`src/rtl/hashcam_arbiter.sv`:
```
// hashcam_arbiter
// Serialises lookup and update transactions onto a single HashCAM. It drives
// the CAM's level enable/ready handshake, captures the results, and returns
// them on two independent req/ack ports. A timeout guards against a CAM that
// never answers. The CAM ready lines are asynchronous and are synchronised
// here with two flops each.
module hashcam_arbiter #(
    parameter int KEY_WIDTH_IN_OCTETS = 2,
    parameter int VALUE_WIDTH_IN_BITS = 8,
    parameter int TIMEOUT_CYCLES      = 1024,
    parameter int ARB_MODE            = 0
) (
    input  logic                             clk,
    input  logic                             reset,
    input  logic                             lkp_req,
    input  logic [8*KEY_WIDTH_IN_OCTETS-1:0] lkp_key,
    output logic                             lkp_ack,
    output logic                             lkp_hit,
    output logic [VALUE_WIDTH_IN_BITS-1:0]   lkp_value,
    input  logic                             upd_req,
    input  logic [8*KEY_WIDTH_IN_OCTETS-1:0] upd_key,
    input  logic [VALUE_WIDTH_IN_BITS-1:0]   upd_value,
    output logic                             upd_ack,
    output logic                             upd_hit,
    output logic [VALUE_WIDTH_IN_BITS-1:0]   upd_old_value,
    output logic                             upd_full,
    output logic                             err_timeout,
    output logic                             cam_lookup_enable,
    output logic                             cam_write_enable,
    output logic [8*KEY_WIDTH_IN_OCTETS-1:0] cam_key,
    output logic [VALUE_WIDTH_IN_BITS-1:0]   cam_value,
    input  logic                             cam_lookup_ready,
    input  logic                             cam_write_ready,
    input  logic                             cam_match,
    input  logic                             cam_full,
    input  logic [VALUE_WIDTH_IN_BITS-1:0]   cam_value_out
);

    localparam int KW = 8 * KEY_WIDTH_IN_OCTETS;
    localparam int VW = VALUE_WIDTH_IN_BITS;
    localparam int CW = $clog2(TIMEOUT_CYCLES + 1);

    typedef enum logic [2:0] {
        ST_IDLE,
        ST_SETUP,
        ST_WAIT_RDY,
        ST_RELEASE,
        ST_DONE
    } state_t;

    state_t          state_reg, state_next;
    logic            grant_upd_reg, grant_upd_next;   // 1 = update owns the CAM
    logic            last_upd_reg, last_upd_next;     // last completed grant was update
    logic [KW-1:0]   cam_key_reg, cam_key_next;
    logic [VW-1:0]   cam_value_reg, cam_value_next;
    logic            lk_en_reg, lk_en_next;
    logic            wr_en_reg, wr_en_next;
    logic [CW-1:0]   tmo_cnt_reg, tmo_cnt_next;
    logic            cap_hit_reg, cap_hit_next;
    logic [VW-1:0]   cap_value_reg, cap_value_next;
    logic            cap_full_reg, cap_full_next;
    logic            err_reg, err_next;
    logic            lkp_ack_reg, lkp_ack_next;
    logic            lkp_hit_reg, lkp_hit_next;
    logic [VW-1:0]   lkp_value_reg, lkp_value_next;
    logic            upd_ack_reg, upd_ack_next;
    logic            upd_hit_reg, upd_hit_next;
    logic [VW-1:0]   upd_old_reg, upd_old_next;
    logic            upd_full_reg, upd_full_next;
    logic [1:0]      lk_sync_reg, wr_sync_reg;

    logic            rdy_synced;
    logic            timeout_hit;
    logic            finish;
    logic            pick_upd;

    // Two-flop synchronisers for the CAM's asynchronous ready lines
    always_ff @(posedge clk or posedge reset) begin
        if (reset) begin
            lk_sync_reg <= 2'b00;
            wr_sync_reg <= 2'b00;
        end else begin
            lk_sync_reg <= {lk_sync_reg[0], cam_lookup_ready};
            wr_sync_reg <= {wr_sync_reg[0], cam_write_ready};
        end
    end

    assign rdy_synced  = grant_upd_reg ? wr_sync_reg[1] : lk_sync_reg[1];
    assign timeout_hit = (tmo_cnt_reg == CW'(TIMEOUT_CYCLES - 1));

    // State and datapath registers; reset drops both enables immediately
    always_ff @(posedge clk or posedge reset) begin
        if (reset) begin
            state_reg     <= ST_IDLE;
            grant_upd_reg <= 1'b0;
            last_upd_reg  <= 1'b1;   // lookup wins the first tie
            cam_key_reg   <= '0;
            cam_value_reg <= '0;
            lk_en_reg     <= 1'b0;
            wr_en_reg     <= 1'b0;
            tmo_cnt_reg   <= '0;
            cap_hit_reg   <= 1'b0;
            cap_value_reg <= '0;
            cap_full_reg  <= 1'b0;
            err_reg       <= 1'b0;
            lkp_ack_reg   <= 1'b0;
            lkp_hit_reg   <= 1'b0;
            lkp_value_reg <= '0;
            upd_ack_reg   <= 1'b0;
            upd_hit_reg   <= 1'b0;
            upd_old_reg   <= '0;
            upd_full_reg  <= 1'b0;
        end else begin
            state_reg     <= state_next;
            grant_upd_reg <= grant_upd_next;
            last_upd_reg  <= last_upd_next;
            cam_key_reg   <= cam_key_next;
            cam_value_reg <= cam_value_next;
            lk_en_reg     <= lk_en_next;
            wr_en_reg     <= wr_en_next;
            tmo_cnt_reg   <= tmo_cnt_next;
            cap_hit_reg   <= cap_hit_next;
            cap_value_reg <= cap_value_next;
            cap_full_reg  <= cap_full_next;
            err_reg       <= err_next;
            lkp_ack_reg   <= lkp_ack_next;
            lkp_hit_reg   <= lkp_hit_next;
            lkp_value_reg <= lkp_value_next;
            upd_ack_reg   <= upd_ack_next;
            upd_hit_reg   <= upd_hit_next;
            upd_old_reg   <= upd_old_next;
            upd_full_reg  <= upd_full_next;
        end
    end

    // Next-state and output logic; acks are raised on entry to DONE so the
    // pulse coincides with the DONE cycle and a held req is re-sampled after it
    always_comb begin
        state_next     = state_reg;
        grant_upd_next = grant_upd_reg;
        last_upd_next  = last_upd_reg;
        cam_key_next   = cam_key_reg;
        cam_value_next = cam_value_reg;
        lk_en_next     = lk_en_reg;
        wr_en_next     = wr_en_reg;
        tmo_cnt_next   = tmo_cnt_reg;
        cap_hit_next   = cap_hit_reg;
        cap_value_next = cap_value_reg;
        cap_full_next  = cap_full_reg;
        err_next       = err_reg;
        lkp_ack_next   = 1'b0;
        lkp_hit_next   = lkp_hit_reg;
        lkp_value_next = lkp_value_reg;
        upd_ack_next   = 1'b0;
        upd_hit_next   = upd_hit_reg;
        upd_old_next   = upd_old_reg;
        upd_full_next  = upd_full_reg;
        finish         = 1'b0;
        pick_upd       = 1'b0;

        case (state_reg)
            ST_IDLE: begin
                if (lkp_req || upd_req) begin
                    if (ARB_MODE == 1)
                        pick_upd = upd_req;
                    else if (lkp_req && upd_req)
                        pick_upd = ~last_upd_reg;
                    else
                        pick_upd = upd_req;
                    grant_upd_next = pick_upd;
                    cam_key_next   = pick_upd ? upd_key : lkp_key;
                    cam_value_next = pick_upd ? upd_value : '0;
                    state_next     = ST_SETUP;
                end
            end
            ST_SETUP: begin
                // key has been stable for a cycle; now raise only the granted enable
                lk_en_next   = ~grant_upd_reg;
                wr_en_next   = grant_upd_reg;
                tmo_cnt_next = '0;
                state_next   = ST_WAIT_RDY;
            end
            ST_WAIT_RDY: begin
                if (rdy_synced) begin
                    cap_hit_next   = cam_match;
                    cap_value_next = cam_match ? cam_value_out : '0;
                    cap_full_next  = cam_full;
                    lk_en_next     = 1'b0;
                    wr_en_next     = 1'b0;
                    tmo_cnt_next   = tmo_cnt_reg + CW'(1);
                    state_next     = ST_RELEASE;
                end else if (timeout_hit) begin
                    finish = 1'b1;
                end else begin
                    tmo_cnt_next = tmo_cnt_reg + CW'(1);
                end
            end
            ST_RELEASE: begin
                // wait for the CAM to clear ready so the next enable is a clean edge
                if (!rdy_synced) begin
                    finish = 1'b1;
                end else if (timeout_hit) begin
                    finish = 1'b1;
                end else begin
                    tmo_cnt_next = tmo_cnt_reg + CW'(1);
                end
            end
            ST_DONE: begin
                last_upd_next = grant_upd_reg;
                state_next    = ST_IDLE;
            end
            default: begin
                lk_en_next = 1'b0;
                wr_en_next = 1'b0;
                state_next = ST_IDLE;
            end
        endcase

        // an expired guard discards whatever was captured
        if (finish && timeout_hit && !(state_reg == ST_RELEASE && !rdy_synced)) begin
            cap_hit_next   = 1'b0;
            cap_value_next = '0;
            cap_full_next  = 1'b0;
            lk_en_next     = 1'b0;
            wr_en_next     = 1'b0;
            err_next       = 1'b1;
        end

        if (finish) begin
            state_next = ST_DONE;
            if (grant_upd_reg) begin
                upd_ack_next  = 1'b1;
                upd_hit_next  = cap_hit_next;
                upd_old_next  = cap_value_next;
                upd_full_next = cap_full_next;
            end else begin
                lkp_ack_next   = 1'b1;
                lkp_hit_next   = cap_hit_next;
                lkp_value_next = cap_value_next;
            end
        end
    end

    assign lkp_ack           = lkp_ack_reg;
    assign lkp_hit           = lkp_hit_reg;
    assign lkp_value         = lkp_value_reg;
    assign upd_ack           = upd_ack_reg;
    assign upd_hit           = upd_hit_reg;
    assign upd_old_value     = upd_old_reg;
    assign upd_full          = upd_full_reg;
    assign err_timeout       = err_reg;
    assign cam_lookup_enable = lk_en_reg;
    assign cam_write_enable  = wr_en_reg;
    assign cam_key           = cam_key_reg;
    assign cam_value         = cam_value_reg;

endmodule

```
`config.mk`:
```
export PLATFORM = sky130hd
export DESIGN_NAME = hashcam_arbiter
export DESIGN_NICKNAME = d
export VERILOG_FILES = /design/src/rtl/hashcam_arbiter.sv
export SDC_FILE = /design/constraint.sdc
export NUM_CORES = 1
export LEC_CHECK = 0
export BUFFER_PORTS_ARGS = -buffer_cell sky130_fd_sc_hd__buf_4
export CORE_ASPECT_RATIO = 0.9
export CORE_MARGIN = 2
export CORE_UTILIZATION = 55
export DETAILED_ROUTE_END_ITERATION = 8
export PLACE_DENSITY = 0.93
export SETUP_SLACK_MARGIN = 0.15
export SLEW_MARGIN = 5
export SYNTH_ARGS = -nofsm -noshare
export SYNTH_HDL_FRONTEND = slang
export SYNTH_SLANG_ARGS = --single-unit
```
`constraint.sdc`:
```
create_clock -name clk -period 4.3 [get_ports clk]
set_input_delay 0.86 -clock clk [delete_from_list [all_inputs] [get_ports clk]]
set_output_delay 0.86 -clock clk [all_outputs]
set_load 0.01 [all_outputs]
```
==> impl_metrics.toml <==
[floorplanning]
die_w_um = 90.32
ios = 104
start_util = 0.5630
dieArea_um2 = 7378
die_h_um = 81.69
core_area_um2 = 6551
num_rows = 28

[detailed_routing]
routed_wl_um = 8818
vias_per_cell = 5.792
num_vias = 3012
drtIter0Drc = 331
ant_nets = 0
wl_per_cell_um = 16.96
drc = 0
dr.pass1.iters = 4

[clock_tree]
cts.path.max_buffers = 2
clockRootBuffer = "clkbuf_8"
worstSkewPairLatency_ps = 350
cts_setup_buffers = 0
cts-resized-gates = 0
hold_buffers = 0
tritoncts = "done"
cts_buffers = 9
clock_sinks = 78
clk_pin_slew_worst_paths_ps = 80
htreeDepth = 3

[critical_path]
path_buf_inv = 1
cp.required_ps = 4520
crit_path_end_kind = "flip-flop"
cpLargestDelayFamily = "simple AND/OR/NAND/NOR gates"
r2r_end = "upd_old_value[6]"
timing.rr.start = "tmo_cnt_reg[0]"
crit_type = "flip-flop to flip-flop"
arrival_ps = 2960
max_stage_delay_ps = 660
worstPathMaxFanout = 29
cpMaxStageDelayCell = "nand3_1"
reg2reg_depth = 6
r2r_setup_slack_ps = 1560
cp-endpoint = "upd_old_value[6]"
crit_cells = 6
crit_chain = "ha_1 -> and4_1 -> nand3_1 -> a21oi_2 -> buf_4 -> o31ai_1"
critPathLaunch = "tmo_cnt_reg[0]"
worstSetupStartpointType = "flip-flop"

[flow_run]
max-cap-violations = 0

[yosys]
synthArstFlopShare = 1.000
ys.flop_type = "dfrtp_1"
synth_area_per_cell_um2 = 11.14
synth_compound_area_frac = 0.2364
yosys.area_share.simple = 0.1265
ys_warn_count = 0
ys_top_cells_by_area = "dfrtp_1, o31ai_2, mux2i_1"
synth_xor_area_frac = 0
synth_most_common_cell = "dfrtp_1"
syn_inst = 331
synth_top_area_frac = 0.5224
yosys-top-cells-count = "dfrtp_1, nand2_1, o211ai_1, o21ai_0, mux2i_1"
netlist_area_um2 = 3689
synth_fp_nets = 388
synth_fa_ha_area_frac = 0.003392
ys_types = 51
ys_ff_latch = 78
synth.largest_area_cell = "dfrtp_1"
seq_area_frac_synth = 0.5295
synthMuxAreaShare = 0.06377
synth_top_family_by_area = "compound AO/OA/AOI/OAI gates"
synth_edf_count = 0

[place]
dp_slack_ps = 1629
routabilityCongestion = 0.8797
placed_cells = 504
port_buffers = 103
hpwl_um = 6316

[finish]
largest_reg_flops = 16
n_antenna_cell = 0
fin_cells = 520
drive_gt1_frac = 0.3605
finalNetCount = 482
synthToLayoutAreaGrowth_pct = 27.51

[sta]
worst_pin_slew_ps = 1200
fin_ws_ps = 1556
fin_crit_sh = 0.6382
finalSetupViolations = 0
max_freq_mhz = 364.4
tns_ps = 0
hold_viol = 0
min_period_ps = 2744
finClkSkew_ps = 11.46
max-slew-margin-rel = 0.2000
slew_viol_final = 0
rsz0062_at_grt = "no"

[pwr]
powerDensity_nw_per_um2 = 677.1
ir_worst_vdd_v = 0.0003603
p_leak_uw = 0.002211
power.switching_uw = 1246
comb_power_share = 0.422
clkPwrFrac = 0.191
intPower_uw = 1939
p_total_uw = 3185
power.share.sequential = 0.387
sw_frac_of_total = 0.3911

[grt]
grt_max_degree = 42
track_usage = 0.2529
grt_overflow = 0
grt_pass1_wl_um = 14570
antenna_found_initial = 0
grt_pass1_vias = 2923

[run_status]
status = "complete, no violations"

[hold_path]
hp-class = "flip-flop to flip-flop"
-- kinds of logic (layout without fill, tap and decap cells) --
family / Yosys count / in the layout
and+or+nand+nor: 87 / 87
adders and majority gates: 1 / 1
buffers and inverters: 30 / 129
muxes: 22 / 22
AOI/OAI and AO/OA: 113 / 113
DFF: 78 / 78
-- cells in the final DEF (no fill, tap or decap), types with 3 or more instances in the layout --
master	instances
and4_1	11
clkbuf_8	9
inv_1	6
mux2i_1	19
nor3_1	7
nor2_1	14
buf_4	106
o21ai_0	21
dfrtp_1	77
o21ai_1	5
o211ai_1	21
a22o_1	8
nand3_1	10
a21o_1	3
nand2_1	29
a21oi_1	14
o31ai_2	17
-- metrics by stage --
stage	hold WS [ps]	instance area, µm²	util
after CTS	362.3	4703	0.7179
after floorplan	331.2	3689	-
final	359.8	4703	0.7179
after detailed placement	349.7	4482	0.6841
after global routing	372.4	4703	0.7179
after global placement	331.9	4482	0.6841
-- power by group through the flow --
stage | Combinational (µW) | Clock (µW) | Sequential (µW)
after global routing | 1470 | 653 | 1270
after detailed placement | 1340 | 0 | 1240
after floorplan | 812 | 0 | 1240
after global placement | 1270 | 0 | 1230
final | 1340 | 609 | 1230
after CTS | 1350 | 616 | 1230
-- layer usage --
layer | global-route usage | vias to the layer above | wire length (µm)
met5 | 0 | - | 0
met3 | 0.06514 | 19 | 757
met2 | 0.3962 | 142 | 4067
li1 | - | 1427 | -
met1 | 0.3406 | 1424 | 3789
met4 | 0.1077 | 0 | 204
-- layout make-up --
type	count	area (µm²)
Sequential cell	78	1953
Fill cell	458	1848
Multi-Input combinational cell	223	1594
Timing Repair Buffer	106	795.8
Clock buffer	10	127.6
Tap cell	90	112.6
Clock inverter	6	93.84
Inverter	7	26.28
-- worst min-delay path by stage --
stage                        start             end  slack, ps  cells after the start
floorplan           lk_sync_reg[0]  lk_sync_reg[1]        330                      0
global placement    lk_sync_reg[0]  lk_sync_reg[1]        330                      0
detailed placement  wr_sync_reg[0]  wr_sync_reg[1]        350                      0
CTS                 wr_sync_reg[0]  wr_sync_reg[1]        360                      0
global route        wr_sync_reg[0]  wr_sync_reg[1]        370                      0
finish              wr_sync_reg[0]  wr_sync_reg[1]        360                      0
(Power assumes the default switching activity.)
